File: src/rtl/lc3_instr_prefetch.sv
// Prefetch queue between LC3 instruction memory and Decode, one read in flight.
// Latency: a response captured at one edge is visible at the head after that edge; Decode backpressure stops refetch when all slots are full.
module lc3_instr_prefetch #(
  parameter logic [15:0] START_PC = 16'h3000,
  parameter int          DEPTH    = 4
) (
  input  logic        clock,
  input  logic        reset,
  output logic        instrmem_rd,
  output logic [15:0] pc,
  input  logic        complete_instr,
  input  logic [15:0] Instr_dout,
  input  logic        br_taken,
  input  logic [15:0] taddr,
  output logic        instr_valid,
  output logic [15:0] instr,
  output logic [15:0] npc,
  input  logic        instr_ready
);

  localparam int AW = (DEPTH > 1) ? $clog2(DEPTH) : 1;
  localparam int CW = AW + 1;

  typedef enum logic [1:0] {
    IDLE    = 2'd0,
    REQ     = 2'd1,
    DISCARD = 2'd2
  } state_t;

  state_t         state, state_nxt;
  logic [CW-1:0]  count, count_nxt, count_after_pop;
  logic [AW-1:0]  rptr, wptr, rptr_inc;
  logic [15:0]    pc_nxt, pc_inc;
  logic           push, pop;

  logic [15:0]    q_instr [DEPTH];
  logic [15:0]    q_npc   [DEPTH];

  // A redirect hides the head so Decode cannot consume a word being flushed.
  assign instr_valid     = (count != '0) && !br_taken;
  assign pop             = instr_valid && instr_ready;
  assign push            = (state == REQ) && complete_instr && !br_taken;
  assign pc_inc          = pc + 16'd1;
  assign rptr_inc        = rptr + AW'(1);
  assign count_after_pop = count - CW'(pop);
  assign count_nxt       = count_after_pop + CW'(push);
  assign instrmem_rd     = (state == REQ);

  always_comb begin
    state_nxt = state;
    pc_nxt    = pc;
    if (br_taken) begin
      pc_nxt = taddr;
    end else if (push) begin
      pc_nxt = pc_inc;
    end

    unique case (state)
      IDLE: begin
        if (br_taken || (count_nxt < CW'(DEPTH))) begin
          state_nxt = REQ;
        end
      end
      REQ: begin
        if (br_taken) begin
          state_nxt = complete_instr ? REQ : DISCARD;
        end else if (complete_instr) begin
          state_nxt = (count_nxt < CW'(DEPTH)) ? REQ : IDLE;
        end
      end
      DISCARD: begin
        // The stale response has landed; a same-cycle redirect only retargets pc.
        if (complete_instr) begin
          state_nxt = REQ;
        end
      end
      default: state_nxt = IDLE;
    endcase
  end

  always_ff @(posedge clock or negedge reset) begin
    if (!reset) begin
      state <= IDLE;
      pc    <= START_PC;
      count <= '0;
      rptr  <= '0;
      wptr  <= '0;
      instr <= '0;
      npc   <= '0;
    end else begin
      state <= state_nxt;
      pc    <= pc_nxt;
      if (br_taken) begin
        count <= '0;
        rptr  <= '0;
        wptr  <= '0;
      end else begin
        count <= count_nxt;
        if (push) begin
          wptr <= wptr + AW'(1);
        end
        if (pop) begin
          rptr <= rptr_inc;
        end
        // Head registers track the next oldest entry; they hold when the queue drains.
        if (pop && (count_after_pop != '0)) begin
          instr <= q_instr[rptr_inc];
          npc   <= q_npc[rptr_inc];
        end else if (push && (count_after_pop == '0)) begin
          instr <= Instr_dout;
          npc   <= pc_inc;
        end
      end
    end
  end

  always_ff @(posedge clock) begin
    if (push) begin
      q_instr[wptr] <= Instr_dout;
      q_npc[wptr]   <= pc_inc;
    end
  end

endmodule

File: config.mk
export PLATFORM = sky130hd
export DESIGN_NAME = lc3_instr_prefetch
export DESIGN_NICKNAME = d
export VERILOG_FILES = /design/src/rtl/lc3_instr_prefetch.sv
export SDC_FILE = /design/constraint.sdc
export NUM_CORES = 1
export LEC_CHECK = 0
export ABC_AREA = 1
export CELL_PAD_IN_SITES_DETAIL_PLACEMENT = 0
export CELL_PAD_IN_SITES_GLOBAL_PLACEMENT = 1
export CORE_ASPECT_RATIO = 0.7
export CORE_MARGIN = 3
export CORE_UTILIZATION = 44
export CTS_CLUSTER_SIZE = 28
export DETAILED_ROUTE_END_ITERATION = 6
export PLACE_DENSITY_LB_ADDON = 0.1
export RECOVER_POWER = 100
export SYNTH_ARGS = -nofsm -noshare
export SYNTH_HDL_FRONTEND = slang
export SYNTH_SLANG_ARGS = --single-unit
File: constraint.sdc
create_clock -name clock -period 2.82 [get_ports clock]
set_input_delay 0.564 -clock clock [delete_from_list [all_inputs] [get_ports clock]]
set_output_delay 0.564 -clock clock [all_outputs]
set_load 0.1 [all_outputs]
# ---- After elaboration in Yosys (flattened, before gate mapping)
# Memory sizes are Yosys's and may differ from the RTL's.
# Index checks and enable logic that the tools add are counted.
dict set report classes {
  addsub 5
  n_mul 0
  div_mod_pow 0
  order_cmp 1
  n_eq_ne 5
  shifts 0
  muxes 20
  bitwise_logic 1
  n_reduce_logical 17
}
# op count
set op_table {}
lappend op_table {{2-to-1 mux 16 bit} 6}
lappend op_table {{2-to-1 mux 2 bit} 9}
lappend op_table {{adder 16 x 1 -> 16 bit, second input constant} 1}
lappend op_table {{logical AND 1 bit} 6}
lappend op_table {{case mux 2 bit (3 select lines)} 1}
lappend op_table {{nonzero test 2 bit} 3}
lappend op_table {{nonzero test 3 bit} 2}
lappend op_table {{adder 2 x 1 -> 2 bit, second input constant} 2}
lappend op_table {{!= test 2 bit, second input constant} 2}
lappend op_table {{adder 3 x 1 -> 3 bit} 1}
lappend op_table {{zero test 3 bit} 1}
lappend op_table {{< comparator 3 bit, second input constant} 1}
lappend op_table {{2-to-1 mux 1 bit} 3}
lappend op_table {{2-to-1 mux 3 bit} 1}
lappend op_table {{!= test 3 x 1 -> 1 bit, second input constant} 1}
lappend op_table {{AND reduction 3 bit} 1}
lappend op_table {{subtractor 3 x 1 -> 3 bit} 1}
lappend op_table {{== test 2 x 1 -> 1 bit, second input constant} 1}
lappend op_table {{== test 2 bit, second input constant} 1}
lappend op_table {{zero test 2 bit} 1}
lappend op_table {{AND reduction 2 bit} 1}
lappend op_table {{zero test 1 bit} 1}
lappend op_table {{logical OR 1 bit} 1}
lappend op_table {{inverter 1 bit} 1}
dict set report word_totals {
  reg_bits 57
  latchBits 0
  mem_bits_rw 128
  mem_bits_ro 0
  input_bits 37
  out_inout_bits 50
  elab_cells 58
  mem_count 2
}
# memory depth width read_ports rd_clocked_by_memory_dff wr line
set mem_list {}
lappend mem_list {q_instr 4 16 1 0 1 36} ;# logic [15:0] q_instr [DEPTH];
lappend mem_list {q_npc 4 16 1 0 1 37} ;# logic [15:0] q_npc [DEPTH];

# ---- Depth between registers and ports, before layout
# Gate-level depths: netlist (run 1).
dict set report depth {
  depth_word 10
  ltp_mapped 16
  depth_no_buf 15
}

# ---- Least setup slack after synthesis (run 1)
# OpenSTA, ideal clock, no wires.
dict set report synth_timing {
  path_kind {register -> register}
  from {reg state[1]}
  to {mem q_instr[0][0] (enable)}
  setup_ps 421
  t_arrival_ps 2692
  t_required_ps 2399
  path_slack_ps -293
  path_stages_with_launch 5
  path_buffers 1
  synth_period_minus_slack_ps 3113
  path_cell_list {dfrtp_1 -> nor2_4 -> nand3_1 -> buf_4 -> nor2_1}
}
dict set report synth_via {
  elab_chain_len 5
}
# element line
set synth_rtl {}
lappend synth_rtl {{start: declaration} 30} ;# state_t state, state_nxt;
lappend synth_rtl {{start signal: assignment} 91} ;# state <= state_nxt;
lappend synth_rtl {{== test 2 x 1 -> 1 bit} -}
lappend synth_rtl {{named net instrmem_rd} 9} ;# output logic instrmem_rd,
lappend synth_rtl {{logical AND 1 bit (2 in series)} 42} ;# assign push = (state == REQ) && complete_instr && !br_taken;
lappend synth_rtl {{2-to-1 mux 1 bit} 118} ;# if (push) begin
lappend synth_rtl {{2-to-1 mux 1 bit (not written as such)} 119} ;# q_instr[wptr] <= Instr_dout;
lappend synth_rtl {{end: declaration} 36}
# The timed path passes the listed nets, and every way through them passes these cells.

# ---- Final worst setup path (run 1)
dict set report layout_timing {
  from {in br_taken}
  to {mem q_npc[2][15] (enable)}
}
dict set report layout_via {
  elab_chain_len 4
}
# element line
set layout_rtl {}
lappend layout_rtl {{start: declaration} 13} ;# input logic br_taken,
lappend layout_rtl {{zero test 1 bit} 42}
lappend layout_rtl {{logical AND 1 bit} 42}
lappend layout_rtl {{2-to-1 mux 1 bit} 118}
lappend layout_rtl {{2-to-1 mux 1 bit (not written as such)} 120} ;# q_npc[wptr] <= pc_inc;
lappend layout_rtl {{end: declaration} 37}
# No other way between the ends.

==> flow_results.xml, run 1 <==
<?xml version="1.0" encoding="UTF-8"?>
<metrics>
  <group name="clocking">
    <metric name="tritoncts" unit="">done</metric>
    <metric name="worst_skew_pair.late_latency" unit="ns">0.44</metric>
    <metric name="number_of_buffers_between_clock_root_and_the_deepest_sink" unit="">2</metric>
    <metric name="cts.repair_timing.setup_buffer_count" unit="">0</metric>
    <metric name="number_of_levels_the_h_tree_was_split_into" unit="">4</metric>
    <metric name="cts.repair.resized" unit="">0</metric>
    <metric name="cts_sinks" unit="">185</metric>
    <metric name="post_cts_hold_buffer_count" unit="">0</metric>
    <metric name="cts_made_buffers" unit="">17</metric>
    <metric name="clock_tree.root_cell" unit="">clkbuf_16</metric>
    <metric name="path_clk_slew" unit="ns">0.06</metric>
  </group>
  <group name="die">
    <metric name="boundaryPins" unit="">87</metric>
    <metric name="rows" unit="">40</metric>
    <metric name="floorplan.initialDensity" unit="">0.4614</metric>
    <metric name="fp.dieArea" unit="um2">20160</metric>
    <metric name="dieWidth" unit="um">168.4</metric>
    <metric name="coreArea" unit="um2">17620</metric>
    <metric name="die_height" unit="um">119.7</metric>
  </group>
  <group name="routing">
    <metric name="drt-wirelength-per-cell" unit="um">17.56</metric>
    <metric name="route.antenna.remaining_nets" unit="">0</metric>
    <metric name="firstDrtPassIters" unit="">6</metric>
    <metric name="vias_per_cell" unit="">5.031</metric>
    <metric name="drc_violations" unit="">0</metric>
    <metric name="route.final.wire_length" unit="um">20630</metric>
    <metric name="num_vias" unit="">5912</metric>
    <metric name="detailedRoute.firstIterationViolations" unit="">495</metric>
  </group>
  <group name="synthesis">
    <metric name="synthesis.area" unit="um2">8128</metric>
    <metric name="yosys_warnings" unit="">0</metric>
    <metric name="synth.ff_latch_count" unit="">185</metric>
    <metric name="synth_seq_area_share" unit="">0.6487</metric>
    <metric name="ys_types" unit="">33</metric>
    <metric name="post_synth.cell_area_avg" unit="um2">9.722</metric>
    <metric name="syn-num-nets" unit="">882</metric>
    <metric name="netlist.area_leader.share" unit="">0.4729</metric>
    <metric name="synth_largest_area_cell" unit="">edfxtp_1</metric>
    <metric name="synth.area.top_cells" unit="">edfxtp_1 47%, nand2_1 19%, dfrtp_1 17%, nand3_1 2.9%, nor2_1 2.3%</metric>
    <metric name="syn_inst" unit="">836</metric>
  </group>
  <group name="global_route">
    <metric name="grt_pass1_vias" unit="">5742</metric>
    <metric name="grt_util_all_layers" unit="">0.2094</metric>
    <metric name="first_pass_grt_wire_length" unit="um">32060</metric>
    <metric name="antenna_found_initial" unit="">0</metric>
    <metric name="pin_count_of_the_biggest_net_entering_global_routing" unit="">34</metric>
    <metric name="overflow" unit="">0</metric>
  </group>
  <group name="setup_path">
    <metric name="worst_path_required_time" unit="ns">2.87</metric>
    <metric name="cpPeakStageDelay" unit="ns">0.70</metric>
    <metric name="endpoint_kind" unit="">register</metric>
    <metric name="crit_family" unit="">buffers and inverters</metric>
    <metric name="start_kind" unit="">primary input</metric>
    <metric name="crit_path_cell_trace" unit="">dlygate4sd3_1, inv_2, clkbuf_1, nand3_1, buf_4, nor2_2, buf_2</metric>
    <metric name="critical_path_class" unit="">primary input to register</metric>
    <metric name="crit_slowest_cell" unit="">buf_2</metric>
    <metric name="crit_fanout" unit="">32</metric>
    <metric name="worstPathBufferInverterCount" unit="">5</metric>
    <metric name="cp.arrival" unit="ns">2.57</metric>
  </group>
  <group name="sta">
    <metric name="fin_crit_sh" unit="">0.8937</metric>
    <metric name="final_hold_viol_count" unit="">0</metric>
    <metric name="period_needed" unit="ns">2.520</metric>
    <metric name="worstMarginPinSlew" unit="ns">1.609</metric>
    <metric name="unrepaired_setup_endpoints_after_global_routing" unit="">false</metric>
    <metric name="setup-violations-final" unit="">0</metric>
    <metric name="slew_violations" unit="">29</metric>
    <metric name="slew_headroom" unit="">-0.07247</metric>
    <metric name="maximum_operating_frequency" unit="MHz">396.8</metric>
    <metric name="finalClockSkew" unit="ns">0.01473</metric>
    <metric name="fin_tns_setup" unit="ns">0</metric>
    <metric name="setup_slack" unit="ns">0.2997</metric>
  </group>
  <group name="final_layout">
    <metric name="fillers" unit="">1638</metric>
    <metric name="syn_to_final_growth" unit="%">17.30</metric>
    <metric name="drive_above_1_share" unit="">0.06886</metric>
    <metric name="antenna_cells" unit="">0</metric>
    <metric name="final-seq-area" unit="um2">5273</metric>
    <metric name="multiInputGateArea" unit="um2">2486</metric>
    <metric name="final_cells" unit="">1175</metric>
    <metric name="final_net_count" unit="">977</metric>
    <metric name="final_core_utilization" unit="">0.5412</metric>
  </group>
  <group name="job">
    <metric name="maxCapViolations" unit="">1</metric>
  </group>
  <group name="placed_design">
    <metric name="post-place-cells" unit="">1143</metric>
    <metric name="hpwl" unit="um">13060</metric>
    <metric name="dpl_worst_slack" unit="ns">0.009453</metric>
    <metric name="place.gp.congestion" unit="">0.8322</metric>
    <metric name="place.port_buffers" unit="">86</metric>
  </group>
  <group name="power_and_ir_drop">
    <metric name="part_of_the_power_in_the_clock_network" unit="">0.222</metric>
    <metric name="total_power" unit="mW">10.68</metric>
    <metric name="power.static_leakage" unit="nW">4.102</metric>
    <metric name="power.combinational.fraction" unit="">0.434</metric>
    <metric name="p_int" unit="mW">5.587</metric>
    <metric name="share_seq_of_total_power" unit="">0.344</metric>
    <metric name="net-switching-power" unit="mW">5.097</metric>
    <metric name="power.share.switching" unit="">0.4771</metric>
    <metric name="vdd.ir_drop.worst" unit="uV">677.7</metric>
    <metric name="power-per-cell-area" unit="nW/um2">1121</metric>
  </group>
  <group name="run_status">
    <metric name="outcome" unit="">finished, violations left</metric>
    <metric name="violations" unit="">capacitance limit, slew limit</metric>
  </group>
  <group name="worst_hold_path">
    <metric name="worstHoldPathType" unit="">register to register</metric>
  </group>
</metrics>
==> power groups by stage <==
stage          clock network (mW)  logic [mW]  registers, mW
4_1_cts                      2.41        4.96           3.68
5_1_grt                      2.52        5.03           3.72
3_3_place_gp                    0        4.87           3.72
3_5_place_dp                    0        4.96           3.73
6_report                     2.37        4.64           3.68
2_1_floorplan                   0        2.01           5.40
==> kinds of logic after synthesis <==
logic type,share of synthesized area
buffers and inverters,0.04387
DFF,0.6487
adders and majority gates,0.01385
xor gates and xnor gates,0.006465
and+or+nand+nor,0.2572
AOI/OAI and AO/OA,0.02986
==> layout make-up <==
type,count,share of cell area
tap,231,0.03031
sequential,185,0.5530
clock inverter,13,0.01522
inverter,47,0.01877
multi-input combinational,576,0.2608
clock buffer,19,0.04646
timing repair buffer,104,0.07546
==> worst paths after layout <==
path,startpoint,to,slack (ns),cells past startpoint
setup / recovery,br_taken,q_npc[2][15]$_DFFE_PP_,0.30,7
hold / removal,instr[10]$_DFFE_PN0P_,instr[10]$_DFFE_PN0P_,0.48,2
setup reg to reg,count[2]$_DFF_PN0_,npc[11]$_DFFE_PN0P_,0.49,14
hold reg to reg,instr[10]$_DFFE_PN0P_,instr[10]$_DFFE_PN0P_,0.48,2
max in group asynchronous,reset,npc[9]$_DFFE_PN0P_,0.68,2
min in group asynchronous,reset,wptr[0]$_DFFE_PN0P_,0.51,1
==> tightest hold or removal path: cells and delay by family, from the launching register on <==
family	cells	cell delay (ns)
and+or+nand+nor	2	0.10
DFF	1	0.34
==> registers in the layout (all words and copies together), names as in the netlist <==
name	cells
instr	16
pc	16
npc	16
q_npc	64
q_instr	64
state	2
count	3
rptr	2
wptr	2
==> per-stage QoR <==
step / hold WS (ns) / instance area [um2]
3_3_place_gp: 0.4651 / 9219
2_1_floorplan: 0.2684 / 8132
5_1_grt: 0.5182 / 9534
3_5_place_dp: 0.4668 / 9219
6_report: 0.4800 / 9534
4_1_cts: 0.1877 / 9807
==> per-layer routing <==
layer | wire (um) | share of wire | track usage | up-vias
li1 | - | - | - | 2909
met1 | 9696 | 0.47 | 0.3009 | 2842
met2 | 9670 | 0.47 | 0.3328 | 145
met3 | 1055 | 0.051 | 0.03227 | 16
met4 | 207 | 0.010 | 0.06081 | 0
met5 | 0 | 0 | 0 | -
==> cell usage after synthesis <==
master and instances:
nor2_1 50, dfstp_2 2, clkinv_1 1, ha_1 9, a21oi_1 7, inv_4 1
o21ai_0 17, nor2_2 1, nand3_1 47, clkbuf_1 2, nand2_4 1, inv_2 4
nand2_1 404, buf_2 13, edfxtp_1 128, buf_1 1, xor2_1 4, o211ai_1 6
buf_6 3, inv_1 41, nand4_1 3, nand3_2 3, o21bai_1 1, xnor2_1 2
dfrtp_1 55, o221ai_1 1, o21ai_1 7, nor2_4 5, nand3b_1 3, nand2_2 1
buf_4 9, o22ai_1 3, a22oi_1 1
==> layout by cell type, fill, tap and decap left out, types with 3 or more instances in the layout <==
master | netlist | final
buf_12 | 0 | 4
clkbuf_16 | 0 | 17
o21ai_1 | 7 | 7
dfrtp_1 | 55 | 55
edfxtp_1 | 128 | 128
o22ai_1 | 3 | 3
inv_2 | 4 | 4
o21ai_0 | 17 | 17
nand2_1 | 404 | 405
nand3b_1 | 3 | 3
nor2_1 | 50 | 50
ha_1 | 9 | 9
a21oi_1 | 7 | 7
nand4_1 | 3 | 3
dlygate4sd3_1 | 0 | 18
buf_4 | 9 | 9
clkbuf_1 | 2 | 52
clkinvlp_4 | 0 | 4
clkinv_2 | 0 | 3
xor2_1 | 4 | 4
nand3_1 | 47 | 48
inv_1 | 41 | 41
nor2_4 | 5 | 5
clkdlybuf4s50_1 | 0 | 17
o211ai_1 | 6 | 6
No activity file was read; power rests on OpenSTA's default activity.
==> inputs of run 2 (changes only) <==
--- a/config.mk
+++ b/config.mk
@@ -15,6 +15,7 @@
 export DETAILED_ROUTE_END_ITERATION = 6
 export PLACE_DENSITY_LB_ADDON = 0.1
 export RECOVER_POWER = 100
+export SETUP_SLACK_MARGIN = 0.5
 export SYNTH_ARGS = -nofsm -noshare
 export SYNTH_HDL_FRONTEND = slang
 export SYNTH_SLANG_ARGS = --single-unit
==> flow_results.xml, run 2 (same netlist as run 1, synthesis figures left out) <==
<?xml version="1.0" encoding="UTF-8"?>
<metrics>
  <group name="clocking">
    <metric name="post_cts_hold_buffer_count" unit="">0</metric>
    <metric name="cts_sinks" unit="">185</metric>
    <metric name="tritoncts" unit="">done</metric>
    <metric name="number_of_buffers_between_clock_root_and_the_deepest_sink" unit="">2</metric>
    <metric name="cts_made_buffers" unit="">17</metric>
    <metric name="worst_skew_pair.late_latency" unit="ns">0.43</metric>
    <metric name="clock_tree.root_cell" unit="">clkbuf_16</metric>
    <metric name="path_clk_slew" unit="ns">0.07</metric>
    <metric name="number_of_levels_the_h_tree_was_split_into" unit="">4</metric>
  </group>
  <group name="final_layout">
    <metric name="final_cell_mix" unit="">401 x nand2_1, 128 x edfxtp_1, 55 x dfrtp_1</metric>
    <metric name="final-seq-area" unit="um2">5273</metric>
    <metric name="antenna_cells" unit="">0</metric>
    <metric name="fillers" unit="">1581</metric>
    <metric name="drive_above_1_share" unit="">0.08977</metric>
    <metric name="final_area" unit="um2">9854</metric>
    <metric name="syn_to_final_growth" unit="%">21.24</metric>
    <metric name="final_cells" unit="">1189</metric>
    <metric name="mostFrequentLayoutCell" unit="">nand2_1</metric>
    <metric name="final_core_utilization" unit="">0.5594</metric>
    <metric name="multiInputGateArea" unit="um2">2522</metric>
    <metric name="final_net_count" unit="">991</metric>
    <metric name="largest_regs" unit="">q_instr: 64 flops, q_npc: 64 flops</metric>
  </group>
  <group name="routing">
    <metric name="detailroute.wirelength.met2" unit="um">10260</metric>
    <metric name="vias_per_cell" unit="">5.115</metric>
    <metric name="route.final.wire_length" unit="um">22040</metric>
    <metric name="route.met3.wl" unit="um">1296</metric>
    <metric name="detailedRoute.firstIterationViolations" unit="">530</metric>
    <metric name="drt-wirelength-per-cell" unit="um">18.53</metric>
    <metric name="num_vias" unit="">6082</metric>
    <metric name="route.top_layer_used" unit="">met4</metric>
    <metric name="drc_violations" unit="">0</metric>
    <metric name="firstDrtPassIters" unit="">5</metric>
    <metric name="met1_length" unit="um">10300</metric>
    <metric name="route.antenna.remaining_nets" unit="">0</metric>
  </group>
  <group name="worst_hold_path">
    <metric name="worstHoldStart" unit="">instr[5]$_DFFE_PN0P_</metric>
    <metric name="worstHoldPathType" unit="">register to register</metric>
    <metric name="hold_path_depth" unit="">2</metric>
    <metric name="worstHoldEndpoint" unit="">instr[5]$_DFFE_PN0P_</metric>
  </group>
  <group name="sta">
    <metric name="setup-violations-final" unit="">0</metric>
    <metric name="final_hold_viol_count" unit="">0</metric>
    <metric name="fin_crit_sh" unit="">0.8793</metric>
    <metric name="slew_violations" unit="">58</metric>
    <metric name="maximum_operating_frequency" unit="MHz">403.3</metric>
    <metric name="slew_headroom" unit="">-0.09638</metric>
    <metric name="setup_slack" unit="ns">0.3404</metric>
    <metric name="unrepaired_setup_endpoints_after_global_routing" unit="">false</metric>
    <metric name="worstMarginPinSlew" unit="ns">1.645</metric>
    <metric name="period_needed" unit="ns">2.480</metric>
    <metric name="fin_tns_setup" unit="ns">0</metric>
    <metric name="finalClockSkew" unit="ns">0.007819</metric>
  </group>
  <group name="die">
    <metric name="die_height" unit="um">119.7</metric>
    <metric name="fp.dieArea" unit="um2">20160</metric>
    <metric name="coreArea" unit="um2">17620</metric>
    <metric name="boundaryPins" unit="">87</metric>
    <metric name="rows" unit="">40</metric>
    <metric name="dieWidth" unit="um">168.4</metric>
    <metric name="floorplan.initialDensity" unit="">0.4614</metric>
  </group>
  <group name="global_route">
    <metric name="grt_pass1_vias" unit="">5941</metric>
    <metric name="antenna_found_initial" unit="">0</metric>
    <metric name="grt_util_all_layers" unit="">0.2149</metric>
    <metric name="pin_count_of_the_biggest_net_entering_global_routing" unit="">58</metric>
    <metric name="overflow" unit="">0</metric>
    <metric name="first_pass_grt_wire_length" unit="um">32880</metric>
  </group>
  <group name="setup_path">
    <metric name="crit_path_cell_trace" unit="">buf_1</metric>
    <metric name="crit_fanout" unit="">5</metric>
    <metric name="endpoint_kind" unit="">output port</metric>
    <metric name="reg2reg_setup_slack" unit="ns">0.48</metric>
    <metric name="cpPeakStageDelay" unit="ns">0.88</metric>
    <metric name="crit_family" unit="">buffers and inverters</metric>
    <metric name="worst_setup_path_startpoint" unit="">pc[12]$_DFFE_PN1P_</metric>
    <metric name="start_kind" unit="">register</metric>
    <metric name="worstPathBufferInverterCount" unit="">1</metric>
    <metric name="launching_point_of_the_worst_reg2reg_path" unit="">count[0]$_DFF_PN0_</metric>
    <metric name="worst_r2r_path_depth" unit="">14</metric>
    <metric name="cp.arrival" unit="ns">1.92</metric>
    <metric name="worstReg2RegEnd" unit="">npc[15]$_DFFE_PN0P_</metric>
    <metric name="worst_path_required_time" unit="ns">2.26</metric>
    <metric name="crit_slowest_cell" unit="">buf_1</metric>
    <metric name="critical_path_class" unit="">register to output port</metric>
  </group>
  <group name="run_status">
    <metric name="outcome" unit="">finished, violations left</metric>
    <metric name="violations" unit="">capacitance limit, slew limit</metric>
  </group>
  <group name="placed_design">
    <metric name="dpl_worst_slack" unit="ns">0.002900</metric>
    <metric name="post-place-cells" unit="">1145</metric>
    <metric name="place.port_buffers" unit="">86</metric>
    <metric name="place.gp.congestion" unit="">0.8307</metric>
    <metric name="hpwl" unit="um">13090</metric>
    <metric name="dpl_cell_area" unit="um2">9246</metric>
  </group>
  <group name="power_and_ir_drop">
    <metric name="power.static_leakage" unit="nW">4.266</metric>
    <metric name="vdd.ir_drop.worst" unit="uV">565.4</metric>
    <metric name="power-per-cell-area" unit="nW/um2">1145</metric>
  </group>
  <group name="job">
    <metric name="maxCapViolations" unit="">1</metric>
  </group>
</metrics>
[run 2: worst max path at each step]
stage / slack, ns / end / cells after the start
3_5_place_dp: 0.003 / npc[7]$_DFFE_PN0P_ / 14
4_1_cts: 0.54 / npc[15]$_DFFE_PN0P_ / 15
3_3_place_gp: 0.11 / npc[11]$_DFFE_PN0P_ / 14
5_1_grt: 0.27 / npc[0]$_DFFE_PN0P_ / 15
6_report: 0.34 / pc[12] / 1
2_1_floorplan: 0.24 / q_instr[0][0]$_DFFE_PP_ / 4
[run 2: tightest hold or removal path: cells and delay by family, from the launching register on]
kind	cells	cell delay (ns)
flops	1	0.35
simple gates	2	0.10
[run 2: cell type report]
cell class              count  share of cell area
inverters                  47             0.01917
multi-input cells         576              0.2560
clock inverters            11             0.01739
well taps                 231             0.02933
repair inverters            1            0.001143
clock buffers              21             0.04571
repair buffers            117             0.09624
flip-flops and latches    185              0.5350
[run 2: what timing repair did]
action                     4_1_cts  5_1_grt
setup endpoints to repair       13       32
gates resized for setup          1       18
gates cloned                     0        7
pin swaps                        0        2
buffers inserted                 0        5
[run 2: where the power goes]
group,total (mW),switching (mW),leakage (nW),internal (mW)
registers,3.68,0.292,1.84,3.39
logic,5.07,3.98,2.12,1.09
clock network,2.54,1.02,0.298,1.51
total,11.3,5.30,4.27,5.99
[run 2: metrics by stage]
stage / hold WS [ns] / power (mW)
3_5_place_dp: 0.4663 / 8.714
3_3_place_gp: 0.4645 / 8.642
5_1_grt: 0.5042 / 11.87
6_report: 0.4806 / 11.28
4_1_cts: 0.3430 / 11.27
2_1_floorplan: 0.2684 / 7.408
[run 2: metal layers]
metal  global-route usage  vias up
met1               0.3089     2950
met4              0.05314        0
li1                     -     2941
met3              0.04346       14
met5                    0        -
met2               0.3379      177
==> variant 1: new RTL, flow settings as in run 1 <==
The parameter `DEPTH` goes from 4 to 2.
--- a/src/rtl/lc3_instr_prefetch.sv
+++ b/src/rtl/lc3_instr_prefetch.sv
@@ -3,5 +3,5 @@
 module lc3_instr_prefetch #(
   parameter logic [15:0] START_PC = 16'h3000,
-  parameter int          DEPTH    = 4
+  parameter int          DEPTH    = 2
 ) (
   input  logic        clock,
Function: changed (Yosys sat finds a counterexample within 4 cycles, from zero or initial values and one cycle with reset low).
==> variant 1 against run 1 <==
- routed wire length down 33%
- synthesized area shrank 35%
- fmax rose by 0.47%
- sequential cell count fell by 67
- design area fell by 31%
- cell count decreased by 27%
- critical path depth shrank 3
- largest cell class unchanged
- critical endpoint is now instr_valid
- worst setup slack improved by 12 ps
- die area decreased by 33%
- total power decreased by 28%
- register-to-register slack improved by 180 ps
==> variant 1: results (changes against run 1) <==
\begin{tabular}{lr}
\hline
Metric & Value \\
\hline
\multicolumn{2}{l}{\textbf{Critical path}} \\
\quad Crit Path Max Fanout & 22 (was 32) \\
\quad Critical path arrival & 1940 ps (was 2570 ps) \\
\quad Reg-to-reg critical path startpoint & count[1] (was count[2]) \\
\quad Register-to-Register Path Depth & 10 (was 14) \\
\quad Worst setup slack for register-to-register paths & 670 ps (was 490 ps) \\
\multicolumn{2}{l}{\textbf{Route}} \\
\quad Initial DRC count & 264 (was 495) \\
\quad First-pass iteration count of the detailed router & 5 (was 6) \\
\quad Mean routed wirelength per cell & 16.0 um (was 17.6 um) \\
\quad Average via count per standard cell & 4.97 (was 5.03) \\
\multicolumn{2}{l}{\textbf{STA}} \\
\quad Final setup skew & 9.80 ps (was 14.7 ps) \\
\multicolumn{2}{l}{\textbf{Synthesis}} \\
\quad Async S/R FF share, synth & 45.8\% (was 30.8\%) \\
\quad Count of flip-flops with a built-in enable after synthesis & 64 (was 128) \\
\quad Post-synth net total & 630 (was 882) \\
\quad Top cells by area, synth & sky130\_fd\_sc\_hd\_\_edfxtp\_1 36\%, sky130\_fd\_sc\_hd\_\_dfrtp\_1 25\%, sky130\_fd\_sc\_hd\_\_nand2\_1 19\%, sky130\_fd\_sc\_hd\_\_nor2\_1 4.0\%, sky130\_fd\_sc\_hd\_\_nand3\_1 2.8\% (was sky130\_fd\_sc\_hd\_\_edfxtp\_1 47\%, sky130\_fd\_sc\_hd\_\_nand2\_1 19\%, sky130\_fd\_sc\_hd\_\_dfrtp\_1 17\%, sky130\_fd\_sc\_hd\_\_nand3\_1 2.9\%, sky130\_fd\_sc\_hd\_\_nor2\_1 2.3\%) \\
\quad Sequential element share of the synthesized area & 61.7\% (was 64.9\%) \\
\multicolumn{2}{l}{\textbf{Min path}} \\
\quad Worst Hold Endpoint & instr[4] (was instr[10]) \\
\quad Startpoint of the lowest-slack hold path & instr[4] (was instr[10]) \\
\multicolumn{2}{l}{\textbf{Final layout}} \\
\quad Largest registers & q\_instr: 32 flops, q\_npc: 32 flops (was q\_instr: 64 flops, q\_npc: 64 flops) \\
\multicolumn{2}{l}{\textbf{Global route}} \\
\quad Pin count of the biggest net entering global routing & 35 (was 34) \\
\quad Aggregate global-route resource usage & 21.7\% (was 20.9\%) \\
\quad Global-route wire length before repair & 22400 um (was 32100 um) \\
\multicolumn{2}{l}{\textbf{Place}} \\
\quad Final GP Congestion & 0.856 (was 0.832) \\
\quad Setup slack at placement & 67.6 ps (was 9.45 ps) \\
\quad DP HPWL & 9270 um (was 13100 um) \\
\quad Cell area after placement & 0.00630 mm2 (was 0.00922 mm2) \\
\multicolumn{2}{l}{\textbf{Pwr}} \\
\quad Max rail drop VDD & 952 uV (was 678 uV) \\
\multicolumn{2}{l}{\textbf{CTS}} \\
\quad Latest clock arrival within the worst-skew pair & 410 ps (was 440 ps) \\
\multicolumn{2}{l}{\textbf{Status}} \\
\quad Run status & finished clean (was finished with violations) \\
\hline
\end{tabular}
==> variant 1: cell count changes after synthesis, moves of 4 or more <==
cell                       delta
sky130_fd_sc_hd__buf_4        -7
sky130_fd_sc_hd__inv_1        -6
sky130_fd_sc_hd__nand2_1    -139
sky130_fd_sc_hd__nor2_4       -4
sky130_fd_sc_hd__clkbuf_1     +5
sky130_fd_sc_hd__a21oi_1      -6
sky130_fd_sc_hd__ha_1         -6
sky130_fd_sc_hd__a21boi_0     +4
sky130_fd_sc_hd__o21ai_0      +6
sky130_fd_sc_hd__nor2_1       +7
sky130_fd_sc_hd__edfxtp_1    -64
sky130_fd_sc_hd__nand3_1     -17
==> variant 1: power breakdown <==
group          total [mW]  leakage [nW]  switching, mW  internal, mW
Sequential           2.45          1.24          0.224          2.22
Combinational        3.31          1.45           2.83         0.471
Clock                1.93         0.256          0.714          1.22
==> variant 1: cell families (layout without fill, tap and decap cells) <==
family	after synthesis	count (layout)	synth area share (%)
adders and majority gates	3	3	0.707
xor gates and xnor gates	7	7	1.15
buffers and inverters	58	173	4.90
AOI/OAI and AO/OA	41	41	4.31
DFF	118	118	61.7
and+or+nand+nor	363	363	27.2
==> variant 1: worst max path at each step <==
stage                              start       endpoint  slack, ps  depth (start not counted)
after detailed placement     instr_ready         npc[9]         70                         13
after CTS                    instr_ready         npc[9]        470                         13
after floorplan           complete_instr  q_instr[0][0]         40                          4
after global routing            br_taken         npc[8]        140                         12
after global placement       instr_ready       instr[0]        220                         12
final                           br_taken    instr_valid        310                          4
==> variant 1: metal layers <==
layer  global-route usage (%)  routed length (um)  up-vias
li1                         -                   -     2101
met2                     33.1                6330      130
met3                     4.94                 863       14
met4                     7.44                 180        0
met5                        0                   0        -
met1                     30.9                6390     2019
==> variant 1: final cells by class <==
type / count / area (um2)
Sequential cell: 118 / 3280
Multi-Input combinational cell: 414 / 1760
Clock inverter: 7 / 56.3
Timing Repair Buffer: 105 / 714
Inverter: 36 / 135
Tap cell: 153 / 191
Clock buffer: 25 / 465
Fill cell: 1070 / 4770
==> variant 1: worst max-delay path: stages <==
cell and delay [ps]:
sky130_fd_sc_hd__dlygate4sd3_1 610, sky130_fd_sc_hd__buf_4 250, sky130_fd_sc_hd__nor2_1 300, sky130_fd_sc_hd__buf_12 220
==> variant 1: through the flow <==
step | power [mW] | instances | hold WS (ps)
floorplan | 5.17 | 590 | 268
global placement | 6.02 | 825 | 391
detailed placement | 6.07 | 825 | 391
CTS | 8.01 | 858 | 481
global route | 8.05 | 858 | 491
finish | 7.69 | 858 | 473
==> variant 1: repair_timing <==
action / in CTS / in global routing
setup buffers: 0 / 0
hold buffers: 1 / 0
endpoints found under the hold margin: 4 / 0
==> variant 2: new RTL, settings of run 1 <==
Without the edit above. Encoding of `state_t`: now one-hot (3 bits for 3 states).
--- a/src/rtl/lc3_instr_prefetch.sv
+++ b/src/rtl/lc3_instr_prefetch.sv
@@ -22,8 +22,8 @@
   localparam int CW = AW + 1;
 
-  typedef enum logic [1:0] {
-    IDLE    = 2'd0,
-    REQ     = 2'd1,
-    DISCARD = 2'd2
+  typedef enum logic [2:0] {
+    IDLE    = 3'b001,
+    REQ     = 3'b010,
+    DISCARD = 3'b100
   } state_t;
 
Behaviour: same outputs for any inputs over 4 cycles, from zero or initial values and one cycle with reset low; so few cycles prove little.
==> variant 2 against run 1 <==
- the flow still finishes with violations (capacitance limit, slew limit)
- sequential cell count increased by 1
- routed wire length rose by 4.0%
- highest routed layer unchanged
- sequential share of layout area fell by 0.96 points
- synthesized area rose by 1.5%
- largest cell class unchanged
- count of clock-buffer cells in the layout rose by 1
- core utilization shrank 0.58 points
- critical path type is now input pin to primary output
- worst setup slack improved by 31 ps
- design area rose by 2.3%
- total power is 4.6% lower
==> variant 2: results (changes against run 1) <==
\begin{tabular}{lr}
\hline
Metric & Value \\
\hline
\multicolumn{2}{l}{\textbf{STA}} \\
\quad Minimum period implied by the final worst setup slack & 2490 ps (was 2520 ps) \\
\quad Max-slew violation count & 29 (unchanged) \\
\quad Final setup skew & 13.3 ps (was 14.7 ps) \\
\multicolumn{2}{l}{\textbf{Global route}} \\
\quad Pin count of the biggest net entering global routing & 36 (was 34) \\
\multicolumn{2}{l}{\textbf{Route}} \\
\quad Length of routed wiring on met1 & 10100 um (was 9700 um) \\
\quad Initial DRC count & 509 (was 495) \\
\quad Total routed wirelength & 21500 um (was 20600 um) \\
\quad Met3 WL post-DR & 1220 um (was 1060 um) \\
\quad Via count of the routed design & 6230 (was 5912) \\
\multicolumn{2}{l}{\textbf{Place}} \\
\quad Cell area after placement & 0.00945 mm2 (was 0.00922 mm2) \\
\multicolumn{2}{l}{\textbf{Synthesis}} \\
\quad Sequential element share of the synthesized area & 64.2\% (was 64.9\%) \\
\quad Top cells by area, synth & sky130\_fd\_sc\_hd\_\_edfxtp\_1 47\%, sky130\_fd\_sc\_hd\_\_nand2\_1 21\%, sky130\_fd\_sc\_hd\_\_dfrtp\_1 17\%, sky130\_fd\_sc\_hd\_\_nand3\_1 3.8\%, sky130\_fd\_sc\_hd\_\_inv\_1 2.3\% (was sky130\_fd\_sc\_hd\_\_edfxtp\_1 47\%, sky130\_fd\_sc\_hd\_\_nand2\_1 19\%, sky130\_fd\_sc\_hd\_\_dfrtp\_1 17\%, sky130\_fd\_sc\_hd\_\_nand3\_1 2.9\%, sky130\_fd\_sc\_hd\_\_nor2\_1 2.3\%) \\
\quad Number of library cell types mapped by synthesis & 31 (was 33) \\
\quad Average instance area after synthesis & 9.44 um2 (was 9.72 um2) \\
\quad Post-synth net total & 920 (was 882) \\
\multicolumn{2}{l}{\textbf{Critical path}} \\
\quad Register-to-Register Path Depth & 15 (was 14) \\
\quad Crit Path Max Fanout & 22 (was 32) \\
\multicolumn{2}{l}{\textbf{Status}} \\
\quad Run status & finished with violations (unchanged) \\
\quad Violations in the final reports & capacitance limit, slew limit (unchanged) \\
\multicolumn{2}{l}{\textbf{Final layout}} \\
\quad Plain + repair buffers & 113 (was 104) \\
\quad Clock buffer count & 20 (was 19) \\
\quad Fillers & 1652 (was 1638) \\
\quad Multi-input combinational cell count & 602 (was 576) \\
\quad Utilization after layout & 53.5\% (was 54.1\%) \\
\quad Seq cells & 186 (was 185) \\
\multicolumn{2}{l}{\textbf{Job}} \\
\quad Number of violations of the max-capacitance limit & 1 (unchanged) \\
\multicolumn{2}{l}{\textbf{Floorplan}} \\
\quad Core Box Area & 0.0182 mm2 (was 0.0176 mm2) \\
\hline
\end{tabular}
==> variant 2: power groups by stage <==
stage          registers, mW  logic (mW)  clock network (mW)
4_1_cts                 3.62        4.61                2.32
3_3_place_gp            3.66        4.55                   0
2_1_floorplan           5.45        1.54                   0
5_1_grt                 3.66        4.62                2.43
3_5_place_dp            3.67        4.60                   0
6_report                3.61        4.30                2.28
==> variant 2: how the worst min path moves through the flow <==
stage | start | end | slack [ps] | depth (start not counted)
final | instr[3] | instr[3] | 480 | 2
after global routing | instr[2] | instr[2] | 500 | 2
after CTS | reset | state[2] | 230 | 1
after detailed placement | instr[2] | instr[2] | 470 | 2
after global placement | instr[2] | instr[2] | 460 | 2
after floorplan | reset | count[0] | 270 | 0
==> variant 2: tightest hold or removal path: stages, from the launching register on <==
cell and delay, ps:
sky130_fd_sc_hd__dfrtp_1 340, sky130_fd_sc_hd__nand2_1 50, sky130_fd_sc_hd__nand2_1 50
